===== src/rtl/debug_display_ctrl.sv =====
// Debug readout controller: latches a switch address on a capture edge, reads the register file or data memory, and scans the result onto a multiplexed hex display.
// Optional leading-zero blanking is enabled by defining DBG_DISP_LZ_BLANK_EN.
module debug_display_ctrl #(
    parameter int NUM_DIGITS  = 4,
    parameter int ADDR_W      = 15,
    parameter int DATA_W      = 32,
    parameter int REFRESH_DIV = 50000,
    parameter int TIMEOUT     = 255
) (
    input  logic                  clk,
    input  logic                  rst,
    input  logic                  capture,
    input  logic                  reg_sel,
    input  logic [ADDR_W-1:0]     addr_sw,
    output logic [31:0]           rd_addr,
    output logic                  reg_rd_en,
    output logic                  mem_rd_en,
    input  logic                  rd_valid,
    input  logic [DATA_W-1:0]     reg_data,
    input  logic [DATA_W-1:0]     mem_data,
    output logic [NUM_DIGITS-1:0] digit_an,
    output logic [3:0]            digit_nib,
    output logic                  busy,
    output logic                  timeout_err
);
    localparam int IDX_W  = (NUM_DIGITS > 1) ? $clog2(NUM_DIGITS) : 1;
    localparam int CNT_W  = $clog2(REFRESH_DIV);
    localparam int WAIT_W = (TIMEOUT > 1) ? $clog2(TIMEOUT) : 1;

    typedef enum logic [1:0] {IDLE, REQ, WAIT, SHOW} state_t;

    state_t             state;
    logic               capture_q;
    logic               armed;
    logic               sel_q;
    logic [WAIT_W-1:0]  wait_cnt;
    logic [DATA_W-1:0]  shown_val;
    logic [CNT_W-1:0]   scan_cnt;
    logic [IDX_W-1:0]   digit_idx;
    logic               cap_edge;
    logic               blank;

    function automatic logic [3:0] nib_at(input logic [DATA_W-1:0] v, input logic [IDX_W-1:0] idx);
        nib_at = 4'h0;
        for (int i = 0; i < NUM_DIGITS; i++)
            if (idx == IDX_W'(i)) nib_at = v[4*i +: 4];
    endfunction

`ifdef DBG_DISP_LZ_BLANK_EN
    // Index of the highest nonzero displayed nibble; 0 when the value is zero so digit 0 stays lit.
    function automatic logic [IDX_W-1:0] top_nib(input logic [DATA_W-1:0] v);
        top_nib = '0;
        for (int i = 1; i < NUM_DIGITS; i++)
            if (v[4*i +: 4] != 4'h0) top_nib = IDX_W'(i);
    endfunction

    assign blank = (digit_idx > top_nib(shown_val));
`else
    assign blank = 1'b0;
`endif

    // armed masks the first clock after reset so a button held through reset is not seen as an edge.
    assign cap_edge = capture & ~capture_q & armed;

    always_ff @(posedge clk or posedge rst) begin
        if (rst) begin
            state       <= IDLE;
            capture_q   <= 1'b0;
            armed       <= 1'b0;
            sel_q       <= 1'b0;
            wait_cnt    <= '0;
            shown_val   <= '0;
            rd_addr     <= '0;
            reg_rd_en   <= 1'b0;
            mem_rd_en   <= 1'b0;
            busy        <= 1'b0;
            timeout_err <= 1'b0;
        end else begin
            capture_q <= capture;
            armed     <= 1'b1;
            case (state)
                IDLE, SHOW: begin
                    if (cap_edge) begin
                        state       <= REQ;
                        rd_addr     <= 32'(addr_sw);
                        sel_q       <= reg_sel;
                        reg_rd_en   <= reg_sel;
                        mem_rd_en   <= ~reg_sel;
                        busy        <= 1'b1;
                        timeout_err <= 1'b0;
                    end
                end
                REQ: begin
                    state    <= WAIT;
                    wait_cnt <= '0;
                end
                WAIT: begin
                    // rd_valid is checked first so it wins a tie with the timeout.
                    if (rd_valid) begin
                        shown_val <= sel_q ? reg_data : mem_data;
                        state     <= SHOW;
                        reg_rd_en <= 1'b0;
                        mem_rd_en <= 1'b0;
                        busy      <= 1'b0;
                    end else if (wait_cnt == WAIT_W'(TIMEOUT - 1)) begin
                        shown_val   <= '0;
                        timeout_err <= 1'b1;
                        state       <= SHOW;
                        reg_rd_en   <= 1'b0;
                        mem_rd_en   <= 1'b0;
                        busy        <= 1'b0;
                    end else begin
                        wait_cnt <= wait_cnt + WAIT_W'(1);
                    end
                end
                default: state <= IDLE;
            endcase
        end
    end

    always_ff @(posedge clk or posedge rst) begin
        if (rst) begin
            scan_cnt  <= '0;
            digit_idx <= '0;
            digit_an  <= '1;
            digit_nib <= 4'h0;
        end else begin
            if (scan_cnt == CNT_W'(REFRESH_DIV - 1)) begin
                scan_cnt  <= '0;
                digit_idx <= (digit_idx == IDX_W'(NUM_DIGITS - 1)) ? '0 : digit_idx + IDX_W'(1);
            end else begin
                scan_cnt <= scan_cnt + CNT_W'(1);
            end
            digit_an  <= blank ? '1 : ~(NUM_DIGITS'(1) << digit_idx);
            digit_nib <= nib_at(shown_val, digit_idx);
        end
    end
endmodule


===== config.mk =====
export PLATFORM = sky130hd
export DESIGN_NAME = debug_display_ctrl
export DESIGN_NICKNAME = d
export VERILOG_FILES = /design/src/rtl/debug_display_ctrl.sv
export SDC_FILE = /design/constraint.sdc
export NUM_CORES = 1
export LEC_CHECK = 0
export CAP_MARGIN = 15
export CORE_ASPECT_RATIO = 1.2
export CORE_MARGIN = 4
export CORE_UTILIZATION = 45
export DETAILED_ROUTE_END_ITERATION = 12
export HOLD_SLACK_MARGIN = 0.1
export PLACE_DENSITY = 0.9
export SETUP_SLACK_MARGIN = 0.3
export SLEW_MARGIN = 20
export SYNTH_ARGS = -nofsm -noshare
export SYNTH_HDL_FRONTEND = slang
export SYNTH_SLANG_ARGS = --single-unit

===== constraint.sdc =====
create_clock -name clk -period 3.5 [get_ports clk]
set_clock_uncertainty 0.2 [all_clocks]
set_input_delay 0.525 -clock clk [delete_from_list [all_inputs] [get_ports clk]]
set_output_delay 0.525 -clock clk [all_outputs]
set_load 0.005 [all_outputs]

# [Word level (Yosys, flattened, before mapping)]
# Cells that the tools add are included.
[word_totals] register_bits=74 in_bits=84 output_inout_bits=44 elab_cells=77
[classes] addsub=3 n_eq_ne=13 shifts=1 mux=28 bitwise=5 n_reduce_logical=12
[ops] op="16-bit two-way mux" n=4
[ops] op="16-bit by 1-bit adder with 16-bit output, second input constant" n=1
[ops] op="16-bit == test, second input constant" n=1
[ops] op="4-bit two-way mux" n=4
[ops] op="8-bit two-way mux" n=2
[ops] op="8-bit one-hot mux with 2 select lines" n=1
[ops] op="8-bit by 1-bit adder with 8-bit output, second input constant" n=1
[ops] op="2-bit == test, second input constant" n=4
[ops] op="8-bit == test, second input constant" n=1
[ops] op="1-bit two-way mux" n=8
[ops] op="2-bit two-way mux" n=4
[ops] op="2-bit inequality test, second input constant" n=4
[ops] op="1-bit one-hot mux with 2 select lines" n=4
[ops] op="2-bit one-hot mux with 3 select lines" n=1
[ops] op="2-bit AND reduction" n=3
[ops] op="3-bit AND reduction" n=2
[ops] op="2-bit nonzero test" n=3
[ops] op="2-bit by 1-bit == test with 1-bit output, second input constant" n=2
[ops] op="2-bit zero test" n=2
[ops] op="4-bit inverter" n=1
[ops] op="4-bit AND reduction" n=1
[ops] op="1-bit by 2-bit << shifter with 4-bit output, first input constant" n=1
[ops] op="3-bit inequality test, second input constant" n=1
[ops] op="2-bit by 1-bit adder with 2-bit output, second input constant" n=1
[ops] op="3 further kinds" n=5

# [Longest topological paths before layout]
# Gate-level depths: netlist of the first run.
[logic_depth] depth_word=5 depth_mapped=7 ltp_nobuf=6

# [Worst setup path after synthesis of the first run]
# Ideal clock, no wire load.
[synth_path] path_kind="register to register" startpoint="register scan_cnt[0]" endpoint="register digit_idx[1]" setup_ns=0.125 t_arrival_ns=1.426 required_time_ns=3.175 path_slack_ns=1.749 stages_incl_launch_ff=6 path_buffers=1 synth_period_minus_slack_ns=1.751 path_cell_list="dfrtp_1 -> ha_1 -> nand3_2 -> and4b_1 -> buf_6 -> mux2_4"
[synth_via] elab_chain_cells=1
[synth_lines] item="start, declared" line="38" text="logic [CNT_W-1:0] scan_cnt;"
[synth_lines] item="start signal, assigned" line="132" text="scan_cnt <= scan_cnt + CNT_W'(1);"
[synth_lines] item="16-bit == test" line="128" text="if (scan_cnt == CNT_W'(REFRESH_DIV - 1)) begin"
[synth_lines] item="end signal, assigned" line="130" text="digit_idx <= (digit_idx == IDX_W'(NUM_DIGITS - 1)) ? '0 : digit_idx + IDX_W'(1);"
[synth_lines] item="end, declared" line="39" text="logic [IDX_W-1:0] digit_idx;"
# Every way passes these cells.
# A chain may end at the register's enable or synchronous reset.

# [Worst setup path in the final report of the first run]
[layout_path] startpoint="register digit_an[0]" endpoint="output port digit_an[0]"
[layout_lines] item="start, declared" line="21" text="output logic [NUM_DIGITS-1:0] digit_an,"
[layout_lines] item="start signal, assigned" line="134" text="digit_an <= blank ? '1 : ~(NUM_DIGITS'(1) << digit_idx);"
# No word-level cell between the ends.

==> impl_metrics.env, run 1 <==
export IMPL_ir_drop_mv=0.376
export IMPL_dr_pass1_iters=4
export IMPL_ys_flop_type="dfrtp_1"
export IMPL_yosys_area_top_type="dfrtp_1"
export IMPL_ys_top_cells_by_count="70 x dfrtp_1, 67 x nand2_1, 22 x nor2_1"
export IMPL_cts_buffers=9
export IMPL_synth_edf_count=0
export IMPL_p_sw_frac=0.322
export IMPL_syn_inst=338
export IMPL_rsz0062_at_grt="no"
export IMPL_drc_errors=0
export IMPL_io_buffers=78
export IMPL_cts_resized=0
export IMPL_ff2ff_setup_slack_ns=1.43
export IMPL_cts_hold_buf=0
export IMPL_slowest_stage="dfstp_2"
export IMPL_tns_ns=0
export IMPL_cts_tree="done"
export IMPL_worstMarginPinSlew_ns=0.917
export IMPL_worstPathBufferInverterCount=1
export IMPL_wire_per_inst_um=14.8
export IMPL_critical_path_peak_fanout=1
export IMPL_fin_cells=517
export IMPL_vias=2682
export IMPL_max_freq_ghz=0.479
export IMPL_drtIter0Drc=76
export IMPL_r2r_end="busy$_DFFE_PP0P_"
export IMPL_clk_latency_ns=0.35
export IMPL_worst_setup_path_end_kind="output port"
export IMPL_die_y_um=105
export IMPL_avgSynthCellArea_um2=10.4
export IMPL_power_leakage_uw=0.00202
export IMPL_drt_wl_total_um=7630
export IMPL_grt_max_degree=35
export IMPL_crit_family="flip-flops"
export IMPL_ctsHtreeMaxLevel=3
export IMPL_track_usage=0.171
export IMPL_finalCritPeriodShare=0.597
export IMPL_yosysUniqueCellTypes=48
export IMPL_clockBufferDepth=2
export IMPL_p_int_uw=1860
export IMPL_fin_nets=513
export IMPL_drive_gt1_frac=0.0847
export IMPL_root_buffer="clkbuf_8"
export IMPL_syn_to_final_growth_pct=27.9
export IMPL_stdcell_area_um2=4510
export IMPL_yosysSeqAreaShare=0.526
export IMPL_placed_cells=501
export IMPL_die_x_um=88.8
export IMPL_ys_async_sr_fraction=1.00
export IMPL_clkPwrFrac=0.219
export IMPL_placed_area_um2=4330
export IMPL_hold_ws_ns=0.276
export IMPL_yosysMostFrequentCell="dfrtp_1"
export IMPL_cp_start_kind="flip-flop"
export IMPL_place_hpwl_um=5730
export IMPL_postCtsSetupRepairBufs=0
export IMPL_syn_cell_area_um2=3530
export IMPL_powerDensity_nw_per_um2=608
export IMPL_antenna_found_initial=0
export IMPL_hold_path_class="in2async"
export IMPL_required_ns=2.77
export IMPL_dieArea_um2=9320
export IMPL_outcome="complete, no violations"
export IMPL_worstPathArrival_ns=1.36
export IMPL_setup_viol=0
export IMPL_yosys_register_bits=74
export IMPL_fp_row_count=35
export IMPL_gr_total_overflow=0
export IMPL_diodes=0
export IMPL_initial_core_util=0.460
export IMPL_vias_per_cell=5.19
export IMPL_ant_nets=0
export IMPL_drv_slew=0
export IMPL_crit_chain="clkdlybuf4s50_1"
export IMPL_crit_start="digit_an[0]$_DFF_PP1_"
export IMPL_synthTopCellsByArea="dfrtp_1 50%, nand2_1 7.1%, mux2i_1 5.1%"
export IMPL_grt_pass1_vias=2706
export IMPL_synth_top_area_share=0.497
export IMPL_ff2ff_path_depth=6
export IMPL_switching_power_uw=883
export IMPL_crit_type="reg2out"
export IMPL_crit_path_max_incr_delay_ns=0.53
export IMPL_maxCapViolations=0
export IMPL_ys_warn_count=0
export IMPL_p_seq_frac=0.461
export IMPL_pwr_share_comb=0.320
export IMPL_final_min_clock_period_ns=2.09
export IMPL_ioPinCount=128
export IMPL_clock_sinks=74
export IMPL_core_area_um2=7660
export IMPL_grt_pass1_wl_um=12500
export IMPL_hold_viol=0
export IMPL_clkTransAtPathRegs_ns=0.08
export IMPL_gp_congestion=0.761
export IMPL_slew_limit_headroom=0.389
export IMPL_r2r_start="state[0]$_DFFE_PP0P_"
==> metal layers <==
| metal | part of all wire | GRT usage |
|---|---|---|
| met1 | 0.39 | 0.196 |
| met2 | 0.53 | 0.299 |
| met3 | 0.072 | 0.0576 |
| met4 | 0.0075 | 0.0432 |
| met5 | 0 | 0 |
==> worst max path at each step <==
stage / to / slack (ns) / cells after the start
2_1_floorplan: armed$_DFF_PP0_ / 0.90 / 1
3_3_place_gp: reg_rd_en$_DFFE_PP0P_ / 1.26 / 5
3_5_place_dp: reg_rd_en$_DFFE_PP0P_ / 1.22 / 5
4_1_cts: digit_an[0] / 1.39 / 1
5_1_grt: busy$_DFFE_PP0P_ / 1.28 / 6
6_report: digit_an[0] / 1.41 / 1
==> area by class of cell <==
class / count / area [um2]
Clock buffer: 11 / 141
Fill cell: 627 / 3150
Clock inverter: 5 / 40.0
Sequential cell: 74 / 1860
Inverter: 16 / 60.1
Multi-Input combinational cell: 238 / 1500
Tap cell: 92 / 115
Timing Repair Buffer: 81 / 803
==> layout by cell type, fill, tap and decap left out, types with 10 or more instances in the layout <==
cell type and n:
clkdlybuf4s50_1 78, conb_1 18, dfrtp_1 70, clkbuf_8 10, xnor2_1 12, nand3_1 11
inv_1 14, nand2_1 67, o2bb2ai_1 19, mux2i_1 18, nor2_1 22
==> power by group through the flow <==
stage	Clock [uW]	Combinational, uW	Sequential [uW]
floorplan	0	515	1220
detailed placement	0	884	1280
finish	600	877	1270
CTS	613	890	1260
global route	653	974	1300
global placement	0	852	1260
==> worst register-to-register path: cells and delay by family, from the launching register on <==
| kind | cells | cell delay, ns |
|---|---|---|
| flops | 1 | 0.37 |
| buf+inv | 2 | 0.50 |
| simple gates | 1 | 0.12 |
| fa+ha+maj | 1 | 0.34 |
| compound gates | 2 | 0.41 |
==> flip-flops by register name (all words and copies together), names as in the netlist <==
name,count
digit_nib,4
digit_idx,2
digit_an,4
state,2
wait_cnt,8
sel_q,1
reg_rd_en,1
scan_cnt,16
mem_rd_en,1
timeout_err,1
armed,1
shown_val,16
busy,1
rd_addr,15
capture_q,1
==> stage by stage <==
stage | total power [uW] | setup slack, ns | util
after floorplan | 1730 | 0.900 | -
after CTS | 2770 | 1.39 | 0.589
after global placement | 2110 | 1.26 | 0.565
after global routing | 2920 | 1.28 | 0.589
final | 2740 | 1.41 | 0.589
after detailed placement | 2160 | 1.22 | 0.565
==> kinds of logic (layout without fill, tap and decap cells) <==
group           after synthesis  after routing  synth area share
xor+xnor                     16             16            0.0397
compound gates               49             49             0.106
fa+ha+maj                     9              9            0.0319
other cells                   2             18           0.00213
buf+inv                      42            113            0.0667
mux                          20             20            0.0585
simple gates                126            126             0.168
flops                        74             74             0.526
Power figures use the tool's default switching activity.
==> run 2, diff against run 1 <==
==> constraint.sdc (replaced) <==
create_clock -name clk -period 1.96 [get_ports clk]
set_clock_uncertainty 0.2 [all_clocks]
set_input_delay 0.294 -clock clk [delete_from_list [all_inputs] [get_ports clk]]
set_output_delay 0.294 -clock clk [all_outputs]
set_load 0.005 [all_outputs]
==> run 2 against run 1 <==
- sequential share of layout area shrank 3.0 points
- critical endpoint is now wait_cnt[7]$_DFFE_PP0P_
- via count grew 6.9%
- critical path depth grew 4
- flip-flop and latch count is the same
- final area grew 8.2%
- sequential power grew 71%
- register-to-register slack lost 1.2 ns
- setup slack lost 1.1 ns
- highest routed layer unchanged
- die area is the same
- global-route usage grew 1.3 points
- count of clock-buffer cells in the layout shrank 2
- combinational power grew 110%
==> impl_metrics.env, run 2 (synthesized netlist as in run 1, its figures left out) <==
export IMPL_outcome="complete, no violations"
export IMPL_gp_congestion=0.830
export IMPL_antenna_found_initial=0
export IMPL_ir_drop_mv=0.753
export IMPL_setup_viol=0
export IMPL_worst_setup_path_end_kind="flip-flop"
export IMPL_dieArea_um2=9320
export IMPL_crit_chain="ha_2, and3_4, a21oi_4, a211oi_1, a31o_2"
export IMPL_drv_slew=0
export IMPL_power_leakage_uw=0.00225
export IMPL_io_buffers=78
export IMPL_finalCritPeriodShare=0.866
export IMPL_drtIter0Drc=108
export IMPL_final_cell_mix="67 x nand2_1, 67 x dfrtp_1, 51 x clkdlybuf4s50_1, 27 x dlygate4sd2_1, 23 x buf_4"
export IMPL_required_ns=2.00
export IMPL_final_min_clock_period_ns=1.70
export IMPL_grt_use_met2=0.322
export IMPL_rsz0062_at_grt="yes"
export IMPL_syn_to_final_growth_pct=38.4
export IMPL_maxCapViolations=0
export IMPL_tns_ns=0
export IMPL_critical_path_peak_fanout=4
export IMPL_cts_tree="done"
export IMPL_nFillCells=594
export IMPL_cts_hold_buf=0
export IMPL_hold_viol=0
export IMPL_powerDensity_nw_per_um2=1080
export IMPL_fin_cells=541
export IMPL_slowest_stage="dfrtp_1"
export IMPL_seqCellArea_um2=1860
export IMPL_multi_input_area_um2=1650
export IMPL_vias=2866
export IMPL_ff2ff_setup_slack_ns=0.26
export IMPL_grt_pass1_wl_um=13400
export IMPL_reg_largest_list="scan_cnt (16), shown_val (16), rd_addr (15)"
export IMPL_place_hpwl_um=5800
export IMPL_ant_nets=0
export IMPL_initial_core_util=0.460
export IMPL_grt_max_degree=75
export IMPL_max_freq_ghz=0.589
export IMPL_worstPathArrival_ns=1.74
export IMPL_die_x_um=88.8
export IMPL_grt_pass1_vias=2942
export IMPL_fp_row_count=35
export IMPL_drt_wl_total_um=8580
export IMPL_clock_sinks=74
export IMPL_vias_per_cell=5.30
export IMPL_track_usage=0.184
export IMPL_dr_pass1_iters=4
export IMPL_cts_buffers=9
export IMPL_wire_per_inst_um=15.9
export IMPL_placed_cells=506
export IMPL_crit_type="reg2reg"
export IMPL_clockBufferDepth=2
export IMPL_cp_start_kind="flip-flop"
export IMPL_die_y_um=105
export IMPL_crit_path_max_incr_delay_ns=0.43
export IMPL_fin_nets=537
export IMPL_p_total_uw=5280
export IMPL_met3_usage=0.0489
export IMPL_gr_total_overflow=0
export IMPL_ioPinCount=128
export IMPL_clk_latency_ns=0.36
export IMPL_core_area_um2=7660
export IMPL_ctsHtreeMaxLevel=3
export IMPL_clkTransAtPathRegs_ns=0.09
export IMPL_drc_errors=0
export IMPL_hold_path_class="in2async"
export IMPL_grt_busiest_layer="met2"
export IMPL_diodes=0
export IMPL_met1_usage=0.204
export IMPL_root_buffer="clkbuf_8"
export IMPL_drive_gt1_frac=0.187
## run 2: changes by cell type in the layout (fill, tap and decap cells not counted), moves of 3 or more
cell | previous run | this run
buf_4 | 3 | 23
clkdlybuf4s50_1 | 78 | 51
dfrtp_1 | 70 | 67
dfrtp_2 | 0 | 3
dlygate4sd2_1 | 0 | 27
ha_1 | 9 | 5
inv_6 | 0 | 3
nor2_1 | 22 | 19
nor3_1 | 6 | 3
nor3_2 | 0 | 3
## run 2: per-layer routing
metal	wire length, um	vias up	share of wire
met3	571	21	0.067
li1	-	1330	-
met5	0	-	0
met4	212	0	0.025
met1	3170	1409	0.37
met2	4620	106	0.54
## run 2: cell type report
class | count | share of cell area
timing repair buffer | 105 | 0.201
multi-input combinational | 238 | 0.338
tap | 92 | 0.0236
clock inverter | 7 | 0.0169
clock buffer | 9 | 0.0254
inverter | 16 | 0.0136
sequential | 74 | 0.381
## run 2: repair_timing
action	in CTS	in global routing
pin swaps	4	9
cloned	0	0
resized for setup	37	25
endpoints found under the setup margin	57	53
setup buffers	14	5
## run 2: stage by stage
step / util / hold WS [ns] / area (um2) / setup slack (ns)
6_report: 0.637 / 0.177 / 4880 / 0.263
3_3_place_gp: 0.576 / 0.259 / 4410 / 0.0664
5_1_grt: 0.637 / 0.217 / 4880 / 0.221
3_5_place_dp: 0.576 / 0.269 / 4410 / 0.00320
2_1_floorplan: - / 0.125 / 3620 / 0.263
4_1_cts: 0.619 / 0.185 / 4740 / 0.292
## run 2: critical path, delay by kind of cell (launching register included)
kind / cells / cell delay (ns)
compound gates: 3 / 0.54
fa+ha+maj: 1 / 0.22
flops: 1 / 0.43
simple gates: 1 / 0.20
## run 2: final timing paths
kind	start	cells past startpoint	end
max in group asynchronous	rst	3	digit_an[3]$_DFF_PP1_
max reg2reg	wait_cnt[1]$_DFFE_PP0P_	5	wait_cnt[7]$_DFFE_PP0P_
min reg2reg	rd_addr[10]$_DFFE_PP0P_	2	rd_addr[10]$_DFFE_PP0P_
min in group clk	addr_sw[10]	3	rd_addr[10]$_DFFE_PP0P_
min	rst	3	rd_addr[6]$_DFFE_PP0P_
max	wait_cnt[1]$_DFFE_PP0P_	5	wait_cnt[7]$_DFFE_PP0P_
## run 2: report_power, final
group	switching, uW	internal [uW]	leakage [uW]
logic	895	958	0.00122
clock network	642	610	0.0000988
registers	235	1940	0.000930
==> run 3, diff against run 2 <==
--- a/config.mk
+++ b/config.mk
@@ -6,12 +6,14 @@
 export NUM_CORES = 1
 export LEC_CHECK = 0
 export CAP_MARGIN = 15
+export CELL_PAD_IN_SITES_DETAIL_PLACEMENT = 1
+export CELL_PAD_IN_SITES_GLOBAL_PLACEMENT = 2
 export CORE_ASPECT_RATIO = 1.2
 export CORE_MARGIN = 4
-export CORE_UTILIZATION = 45
+export CORE_UTILIZATION = 27
 export DETAILED_ROUTE_END_ITERATION = 12
-export HOLD_SLACK_MARGIN = 0.1
-export PLACE_DENSITY = 0.9
+export HOLD_SLACK_MARGIN = 0.08
+export PLACE_DENSITY = 0.89
 export SETUP_SLACK_MARGIN = 0.3
 export SLEW_MARGIN = 20
 export SYNTH_ARGS = -nofsm -noshare
==> run 3 against run 2 <==
- final area grew 6.5%
- via count shrank 0.63%
- sequential power is essentially flat
==> impl_metrics.env, run 3 (synthesized netlist as in run 1, its figures left out) <==
export IMPL_setup_viol=0
export IMPL_wire_per_inst_um=15.6
export IMPL_crit_type="reg2reg"
export IMPL_critical_path_peak_fanout=16
export IMPL_multi_input_area_um2=1690
export IMPL_vias=2848
export IMPL_worst_setup_path_end_kind="flip-flop"
export IMPL_finalCritPeriodShare=0.855
export IMPL_drtIter0Drc=89
export IMPL_nFillCells=1443
export IMPL_die_x_um=112
export IMPL_grt_max_degree=39
export IMPL_gp_congestion=0.782
export IMPL_grt_pass1_vias=3134
export IMPL_met1_usage=0.145
export IMPL_drc_errors=0
export IMPL_grt_busiest_layer="met2"
export IMPL_placed_cells=582
export IMPL_preCtsSetupSlack_ns=-0.0383
export IMPL_fin_cells=618
export IMPL_diodes=0
export IMPL_r2r_end="shown_val[15]$_DFFE_PP0P_"
export IMPL_cts_buffers=9
export IMPL_dr_pass1_iters=4
export IMPL_final_min_clock_period_ns=1.68
export IMPL_syn_to_final_growth_pct=47.3
export IMPL_worst_slack_ns=0.285
export IMPL_die_y_um=133
export IMPL_power_leakage_uw=0.00237
export IMPL_crit_start="wait_cnt[2]$_DFFE_PP0P_"
export IMPL_clock_sinks=74
export IMPL_endpoint="shown_val[15]$_DFFE_PP0P_"
export IMPL_ir_drop_mv=0.466
export IMPL_ff2ff_setup_slack_ns=0.28
export IMPL_ioPinCount=128
export IMPL_cts_tree="done"
export IMPL_clkTransAtPathRegs_ns=0.06
export IMPL_powerDensity_nw_per_um2=1130
export IMPL_core_area_um2=12700
export IMPL_cp_start_kind="flip-flop"
export IMPL_grt_pass1_wl_um=15500
export IMPL_io_buffers=78
export IMPL_ant_nets=0
export IMPL_stdcell_area_um2=5200
export IMPL_root_buffer="clkbuf_16"
export IMPL_mostFrequentLayoutCell="dfrtp_1"
export IMPL_clockBufferDepth=2
export IMPL_hold_viol=0
export IMPL_r2r_start="wait_cnt[2]$_DFFE_PP0P_"
export IMPL_worstPathArrival_ns=1.68
export IMPL_met3_usage=0.0404
export IMPL_fp_row_count=45
export IMPL_vias_per_cell=4.61
export IMPL_track_usage=0.129
export IMPL_grt_use_met2=0.233
export IMPL_place_hpwl_um=6590
export IMPL_drv_slew=0
export IMPL_outcome="complete, no violations"
export IMPL_ff2ff_path_depth=5
export IMPL_ctsHtreeMaxLevel=3
export IMPL_hold_path_class="in2async"
export IMPL_seqCellArea_um2=1860
export IMPL_initial_core_util=0.277
export IMPL_final_cell_mix="66 x dfrtp_1, 65 x nand2_1, 52 x clkdlybuf4s50_1, 26 x buf_4, 25 x dlygate4sd2_1"
export IMPL_required_ns=1.97
export IMPL_drt_wl_total_um=9610
export IMPL_antenna_found_initial=0
export IMPL_maxCapViolations=0
export IMPL_gr_total_overflow=0
export IMPL_tns_ns=0
export IMPL_clk_latency_ns=0.33
export IMPL_drive_gt1_frac=0.214
export IMPL_placed_area_um2=4540
export IMPL_fin_nets=542
export IMPL_rsz0062_at_grt="yes"
export IMPL_max_freq_ghz=0.597
export IMPL_reg_largest_list="scan_cnt (16), shown_val (16), rd_addr (15)"
export IMPL_dieArea_um2=15000
## run 3: how the worst min path moves through the flow
stage                                 start                        to  slack (ns)  cells after the start
detailed placement  rd_addr[12]$_DFFE_PP0P_   rd_addr[12]$_DFFE_PP0P_        0.26                      2
global placement     rd_addr[7]$_DFFE_PP0P_    rd_addr[7]$_DFFE_PP0P_        0.26                      2
floorplan                           capture       capture_q$_DFF_PP0_        0.13                      0
CTS                                     rst  shown_val[2]$_DFFE_PP0P_        0.11                      2
global route                            rst  shown_val[2]$_DFFE_PP0P_        0.11                      2
finish                                  rst  shown_val[2]$_DFFE_PP0P_        0.10                      2
## run 3: where the power goes
part | switching, uW | internal, uW
Combinational | 892 | 975
Sequential | 237 | 1940
Clock | 679 | 1120
Total | 1810 | 4040
## run 3: critical path: stages, from the launching register on
cell and delay [ns]:
dfrtp_1 0.46, nand4_1 0.28, nor2_4 0.23, o21ai_4 0.09, buf_12 0.15, o2bb2ai_1 0.14
## run 3: layer usage
layer,routed length [um],vias up,share of wire
li1,-,1352,-
met1,3820,1419,0.40
met2,5160,70,0.54
met3,538,7,0.056
met4,87,0,0.0091
met5,0,-,0
## run 3: per-stage QoR
| step | hold WS [ns] | utilization | power, uW |
|---|---|---|---|
| 5_1_grt | 0.112 | 0.408 | 6220 |
| 4_1_cts | 0.108 | 0.395 | 5870 |
| 3_5_place_dp | 0.263 | 0.357 | 3990 |
| 2_1_floorplan | 0.125 | - | 3100 |
| 6_report | 0.101 | 0.408 | 5850 |
| 3_3_place_gp | 0.257 | 0.357 | 3900 |
## run 3: timing repair
action,in CTS,in global routing
endpoints found under the hold margin,0,0
pin swaps,3,14
resized for setup,45,29
hold buffers,0,0
setup endpoints to repair,80,46
setup buffers,12,8
## run 3: final cells by class
class | instances | area share
Timing Repair Buffer | 110 | 0.201
Sequential cell | 74 | 0.358
Inverter | 16 | 0.0128
Clock buffer | 9 | 0.0433
Clock inverter | 7 | 0.0193
Multi-Input combinational cell | 238 | 0.326
Tap cell | 164 | 0.0395
